--- config.mk ---
export PLATFORM = sky130hd
export DESIGN_NAME = mem_arbiter_flat
export DESIGN_NICKNAME = d
export VERILOG_FILES = /design/src/rtl/mem_arbiter_if.sv /design/src/rtl/mem_arbiter.sv /design/src/flat_wrapper.sv
export SDC_FILE = /design/constraint.sdc
export NUM_CORES = 1
export LEC_CHECK = 0
export CAP_MARGIN = 10
export CORE_AREA = 2 2 104 106
export CTS_BUF_LIST = sky130_fd_sc_hd__clkbuf_4
export CTS_CLUSTER_SIZE = 12
export DETAILED_ROUTE_END_ITERATION = 12
export DIE_AREA = 0 0 106 108
export SETUP_SLACK_MARGIN = 0.4
export SLEW_MARGIN = 30
export SYNTH_ARGS = -nofsm -noshare
export SYNTH_HDL_FRONTEND = slang
export SYNTH_SLANG_ARGS = --single-unit
--- constraint.sdc ---
create_clock -name CLK -period 1.4 [get_ports CLK]
set_clock_uncertainty 0.05 [all_clocks]
set_input_delay 0.21 -clock CLK [delete_from_list [all_inputs] [get_ports CLK]]
set_output_delay 0.21 -clock CLK [all_outputs]
set_load 0.005 [all_outputs]
--- src/rtl/mem_arbiter_if.sv ---
// Bus bundle between the arbiter, the two caches and the one-port RAM.
// slave is the arbiter's view; master is the caches-plus-RAM side.
interface mem_arbiter_if #(
  parameter int AW = 32,
  parameter int DW = 32
);
  logic          iREN;
  logic [AW-1:0] iaddr;
  logic [DW-1:0] iload;
  logic          iwait;
  logic          dREN;
  logic          dWEN;
  logic [AW-1:0] daddr;
  logic [DW-1:0] dstore;
  logic [DW-1:0] dload;
  logic          dwait;
  logic          ramREN;
  logic          ramWEN;
  logic [AW-1:0] ramaddr;
  logic [DW-1:0] ramstore;
  logic [DW-1:0] ramload;
  logic [1:0]    ramstate;

  modport slave (
    input  iREN, iaddr, dREN, dWEN, daddr, dstore, ramload, ramstate,
    output iload, iwait, dload, dwait, ramREN, ramWEN, ramaddr, ramstore
  );

  modport master (
    output iREN, iaddr, dREN, dWEN, daddr, dstore, ramload, ramstate,
    input  iload, iwait, dload, dwait, ramREN, ramWEN, ramaddr, ramstore
  );
endinterface

--- src/rtl/mem_arbiter.sv ---
// Arbitrates the icache and dcache onto one RAM port; dcache wins unless
// the data streak has reached MAX_DSTREAK while an instruction fetch waits.
//
// state  | meaning
// IDLE   | no grant; RAM strobes low; pick the next requester
// IGRANT | icache owns the RAM port until ACCESS, ERROR or a dropped request
// DGRANT | dcache owns the RAM port until ACCESS, ERROR or a dropped request
module mem_arbiter #(
  parameter int MAX_DSTREAK = 4,
  parameter int AW          = 32,
  parameter int DW          = 32
) (
  input logic          CLK,
  input logic          RST,
  mem_arbiter_if.slave arbIf
);
  localparam int SW = $clog2(MAX_DSTREAK + 1);
  localparam logic [SW-1:0] STREAK_MAX = SW'(MAX_DSTREAK);
  localparam logic [1:0] RAM_ACCESS = 2'd2;
  localparam logic [1:0] RAM_ERROR  = 2'd3;

  typedef enum logic [1:0] {IDLE, IGRANT, DGRANT} state_t;

  state_t        state, nextState;
  logic [SW-1:0] streak, nextStreak;
  logic          dReq, iDone, dDone;

  assign dReq        = arbIf.dREN | arbIf.dWEN;
  assign arbIf.iload = arbIf.ramload;
  assign arbIf.dload = arbIf.ramload;

  always_ff @(posedge CLK) begin
    if (RST) begin
      state  <= IDLE;
      streak <= '0;
    end else begin
      state  <= nextState;
      streak <= nextStreak;
    end
  end

  always_comb begin
    nextState      = state;
    arbIf.ramREN   = 1'b0;
    arbIf.ramWEN   = 1'b0;
    arbIf.ramaddr  = '0;
    arbIf.ramstore = '0;
    arbIf.iwait    = 1'b1;
    arbIf.dwait    = 1'b1;
    iDone          = 1'b0;
    dDone          = 1'b0;
    case (state)
      IDLE: begin
        if (dReq && !(arbIf.iREN && streak == STREAK_MAX)) nextState = DGRANT;
        else if (arbIf.iREN)                               nextState = IGRANT;
        else                                               nextState = IDLE;
      end
      DGRANT: begin
        arbIf.ramWEN   = arbIf.dWEN;
        arbIf.ramREN   = arbIf.dREN & ~arbIf.dWEN;
        arbIf.ramaddr  = arbIf.daddr;
        arbIf.ramstore = arbIf.dstore;
        // A dropped request abandons the access even if RAM answers now.
        if (!dReq) nextState = IDLE;
        else if (arbIf.ramstate == RAM_ACCESS) begin
          arbIf.dwait = 1'b0;
          dDone       = 1'b1;
          nextState   = IDLE;
        end else if (arbIf.ramstate == RAM_ERROR) nextState = IDLE;
      end
      IGRANT: begin
        arbIf.ramREN  = arbIf.iREN;
        arbIf.ramaddr = arbIf.iaddr;
        if (!arbIf.iREN) nextState = IDLE;
        else if (arbIf.ramstate == RAM_ACCESS) begin
          arbIf.iwait = 1'b0;
          iDone       = 1'b1;
          nextState   = IDLE;
        end else if (arbIf.ramstate == RAM_ERROR) nextState = IDLE;
      end
      default: nextState = IDLE;
    endcase
  end

  always_comb begin
    nextStreak = streak;
    if (!arbIf.iREN || iDone)               nextStreak = '0;
    else if (dDone && streak != STREAK_MAX) nextStreak = streak + SW'(1);
  end
endmodule

--- src/flat_wrapper.sv ---
// flat-port wrapper written by rule: the top's interface ports become plain ports
module mem_arbiter_flat 
#(
  parameter int MAX_DSTREAK = 4,
  parameter int AW          = 32,
  parameter int DW          = 32
)
  (CLK, RST, arbIf_iREN, arbIf_iaddr, arbIf_dREN, arbIf_dWEN, arbIf_daddr, arbIf_dstore, arbIf_ramload, arbIf_ramstate, arbIf_iload, arbIf_iwait, arbIf_dload, arbIf_dwait, arbIf_ramREN, arbIf_ramWEN, arbIf_ramaddr, arbIf_ramstore);
  mem_arbiter_if #(.AW(AW), .DW(DW)) arbIf_i ();
  input logic CLK;
  input logic RST;
  input wire logic [$bits(arbIf_i.iREN)-1:0] arbIf_iREN;
  input wire logic [$bits(arbIf_i.iaddr)-1:0] arbIf_iaddr;
  input wire logic [$bits(arbIf_i.dREN)-1:0] arbIf_dREN;
  input wire logic [$bits(arbIf_i.dWEN)-1:0] arbIf_dWEN;
  input wire logic [$bits(arbIf_i.daddr)-1:0] arbIf_daddr;
  input wire logic [$bits(arbIf_i.dstore)-1:0] arbIf_dstore;
  input wire logic [$bits(arbIf_i.ramload)-1:0] arbIf_ramload;
  input wire logic [$bits(arbIf_i.ramstate)-1:0] arbIf_ramstate;
  output wire logic [$bits(arbIf_i.iload)-1:0] arbIf_iload;
  output wire logic [$bits(arbIf_i.iwait)-1:0] arbIf_iwait;
  output wire logic [$bits(arbIf_i.dload)-1:0] arbIf_dload;
  output wire logic [$bits(arbIf_i.dwait)-1:0] arbIf_dwait;
  output wire logic [$bits(arbIf_i.ramREN)-1:0] arbIf_ramREN;
  output wire logic [$bits(arbIf_i.ramWEN)-1:0] arbIf_ramWEN;
  output wire logic [$bits(arbIf_i.ramaddr)-1:0] arbIf_ramaddr;
  output wire logic [$bits(arbIf_i.ramstore)-1:0] arbIf_ramstore;
  assign arbIf_i.iREN = arbIf_iREN;
  assign arbIf_i.iaddr = arbIf_iaddr;
  assign arbIf_i.dREN = arbIf_dREN;
  assign arbIf_i.dWEN = arbIf_dWEN;
  assign arbIf_i.daddr = arbIf_daddr;
  assign arbIf_i.dstore = arbIf_dstore;
  assign arbIf_i.ramload = arbIf_ramload;
  assign arbIf_i.ramstate = arbIf_ramstate;
  assign arbIf_iload = arbIf_i.iload;
  assign arbIf_iwait = arbIf_i.iwait;
  assign arbIf_dload = arbIf_i.dload;
  assign arbIf_dwait = arbIf_i.dwait;
  assign arbIf_ramREN = arbIf_i.ramREN;
  assign arbIf_ramWEN = arbIf_i.ramWEN;
  assign arbIf_ramaddr = arbIf_i.ramaddr;
  assign arbIf_ramstore = arbIf_i.ramstore;
  mem_arbiter #(.MAX_DSTREAK(MAX_DSTREAK), .AW(AW), .DW(DW)) u_core (.CLK(CLK), .RST(RST), .arbIf(arbIf_i));
endmodule
==> key figures <==
Run status
  • Status: finished, violations left
  • Violated checks: setup timing

Finish
  • Layout area overhead: 156.1%
  • FF+latch area: 107.6 um2
  • Layout cells sized above 1: 60.26%
  • # diodes: 0
  • Fillers: 1,024
  • Util after Layout: 40.09%
  • Fin area: 4101 um2
  • Nets@finish: 522
  • Multi-input gate area: 1329 um2

Synth
  • Number of flops mapped to enable cells by yosys: 0
  • Largest family of logic cells by synthesized area: buffers and inverters
  • Sequential element share of the synthesized area: 6.250%
  • Post-Synth Simple-Gate Area: 31.95%
  • Mean Syn Cell Area: 7.150 um2
  • Mapped Cells: 224
  • Mux cell area share after synthesis: 0%
  • Most frequent cell after synthesis: buf_4
  • Register bit total from synthesis: 5
  • Post-Synthesis Cell Area: 1602 um2
  • Synth cell types: 31
  • Ys async rst share: 0%
  • Syn_nets: 365
  • Predominant post-synthesis flop cell: dfxtp_1
  • Synth Area in XOR/XNOR: 0%
  • Biggest area consumer among synthesized cells: buf_4
  • Adder-cell area share of the yosys netlist: 4.688%
  • Yosys warns: 0
  • Top cell type's share of synthesized area: 30.47%
  • Post-synthesis compound-gate area fraction: 21.02%
  • Cells taking the most area after synthesis: buf_4 (30%), a22oi_1 (15%), and2_1 (13%), nor2b_1 (13%), dfxtp_1 (6.3%)
  • Commonest cells in the netlist: buf_4 (65), and2_1 (34), a22oi_1 (32), nor2b_1 (32), buf_2 (9)

Timing
  • Period utilisation layout: 132.8%
  • Post-route setup slack: -0.4590 ns
  • Final slew viol count: 0
  • Final worst path period need: 1.859 ns
  • Final TNS setup: -24.90 ns
  • Slew HR: 82.69%
  • Unrepaired setup endpoints after global routing: yes
  • Min Hold Slack: 0.3700 ns
  • Hold Fails Final Rpt: 0
  • Fmax achieved: 0.5379 GHz
  • Final setup violation count: 73
  • Slew @ Worst Pin: 0.2596 ns

Critical path
  • CP cell instances: inv_4 > ha_4 > buf_6 > buf_6 > buf_12 > buf_16 > a22oi_2 > nor2b_2 > buf_2
  • Worst path max stage delay: 0.36 ns
  • RR Startpoint: u_core.state[0]
  • Crit-path slowest cell: dfxtp_4
  • Buf/Inv on CP: 6
  • Crit path max fanout: 4
  • CP endpoint kind: output port
  • Arrival @ worst endpoint: 1.60 ns
  • CP Class: register to output port
  • Critical path required time: 1.14 ns
  • FF-to-FF End: u_core.state[0]
  • Crit path top cell by count: buf_6
  • CP top delay family: buffers and inverters
  • CP startpoint kind: register
  • Worst r2r path cells: 10
  • Setup slack, reg-to-reg: -0.23 ns

Worst hold path
  • Hold Startpoint: arbIf_ramload[24]
  • Hold Path Cell Cnt: 0
  • Hold Path End: arbIf_iload[24]
  • Worst Hold Class: primary input to output port

GRT
  • Global-route wire length before repair: 12,280 um
  • Gr busiest metal: met2
  • GR Util All Layers: 13.79%
  • Routing usage on met3: 2.110%
  • Vias in the first global route: 2,191
  • Largest net degree at the start of global routing: 21
  • Total gr overflow: 0
  • Initial antenna violation count: 0
  • Met2 Track Usage GR: 24.38%
  • GRT met1 Usage: 17.14%

Routing
  • DR vias: 2,130
  • WL per Instance: 17.46 um
  • Routed wire length: 9008 um
  • Drt first pass iters: 4
  • DRC marker count from the first detailed-route iteration: 46
  • Final ANT Viol Nets: 0
  • Post-route DRC: 0
  • Via density per instance: 4.128

Clock tree
  • Latest clock arrival within the worst-skew pair: 0.25 ns
  • Clock slew at reported path FFs: 0.05 ns
  • CTS tree: yes
  • CTS Buffer Depth: 2
  • Clock sinks: 5
  • Clock Root Buffer: clkbuf_4
  • Number of CTS-inserted buffers: 3
  • CTS Hold Bufs: 0
  • CTS H-tree depth: 1

Die
  • Die area: 11,450 um2
  • Die Y-Extent: 108 um
  • I/O pins: 267
  • Starting Density: 15.65%
  • Chip Width: 106 um
  • Core Rows: 37
  • CORE AREA: 10,230 um2

Placed design
  • IO Port Bufs: 170
  • Placement Setup Slack: -0.4849 ns
  • Post-DP HPWL: 5662 um
  • Gpl congestion: 0.9129
  • Placed inst area: 3109 um2

Power
  • Peak supply drop: 299.5 uV
  • Power Density: 444.0 nW/um2
  • Leak: 1.673 nW

Flow run
  • Maxcap violations: 0
cell families (layout without fill, tap and decap cells):
logic type / after synthesis / after routing
buffers and inverters: 84 / 240
and+or+nand+nor: 83 / 83
AOI/OAI and AO/OA: 46 / 46
adders and majority gates: 6 / 6
DFF: 5 / 5
how the worst max path moves through the flow:
stage,from,slack (ns),depth (start not counted),end
detailed placement,u_core.state[1],-0.48,6,arbIf_ramaddr[10]
CTS,u_core.state[0],-0.46,9,arbIf_ramaddr[20]
finish,u_core.state[0],-0.46,9,arbIf_ramaddr[20]
floorplan,u_core.state[1],0.11,6,arbIf_ramaddr[10]
global route,u_core.state[0],-0.52,9,arbIf_ramaddr[20]
global placement,u_core.state[1],-0.46,6,arbIf_ramaddr[14]
registers in the layout (all words and copies together) (netlist names):
register       count
u_core.streak      3
u_core.state       2
routing by layer:
metal	up-vias	part of all wire (%)
met3	39	5.5
li1	1010	-
met2	95	50
met5	-	0
met1	986	41
met4	0	3.0
worst reg2reg max path, cell delays in order, from the launching register on:
cell	delay [ns]
dfxtp_4	0.36
inv_4	0.04
ha_4	0.17
buf_6	0.13
buf_12	0.13
buf_16	0.12
buf_6	0.11
buf_6	0.11
o21ai_4	0.07
a21o_2	0.16
o21ai_1	0.07
power breakdown:
part           switching [W]  internal, W
clock              0.0000681     0.000128
combinational       0.000491     0.000981
sequential        0.00000739     0.000146
cells in the final DEF (no fill, tap or decap), types with 3 or more instances in the layout:
master and instances:
buf_6 45, nor2b_1 22, inv_1 3, buf_2 35
nor2b_2 4, and2_4 33, nor2b_4 7, clkbuf_4 4
a22oi_2 32, buf_4 24, clkdlybuf4s50_1 102, buf_8 4
ha_4 3, buf_12 10, ha_1 3, buf_16 9
nand2_1 5, dfxtp_1 3
through the flow:
step / power [W] / instances
6_report: 0.001821 / 516
5_1_grt: 0.001914 / 516
4_1_cts: 0.001600 / 504
3_5_place_dp: 0.001042 / 467
3_3_place_gp: 0.001035 / 467
2_1_floorplan: 0.0005960 / 224
layout make-up:
type	count	share of cell area [%]
Clock buffer	4	0.7322
Inverter	5	0.5796
Sequential cell	5	2.624
Timing Repair Buffer	231	59.52
Multi-Input combinational cell	135	32.40
Tap cell	136	4.149
what timing repair did:
| item | in CTS | in global routing |
|---|---|---|
| gates cloned | 9 | 3 |
| resized for setup | 359 | 75 |
| setup buffers | 24 | 9 |
| pin swaps | 30 | 19 |
| hold endpoints to repair | 0 | 0 |
| setup endpoints to repair | 73 | 73 |
Power figures use the tool's default switching activity.
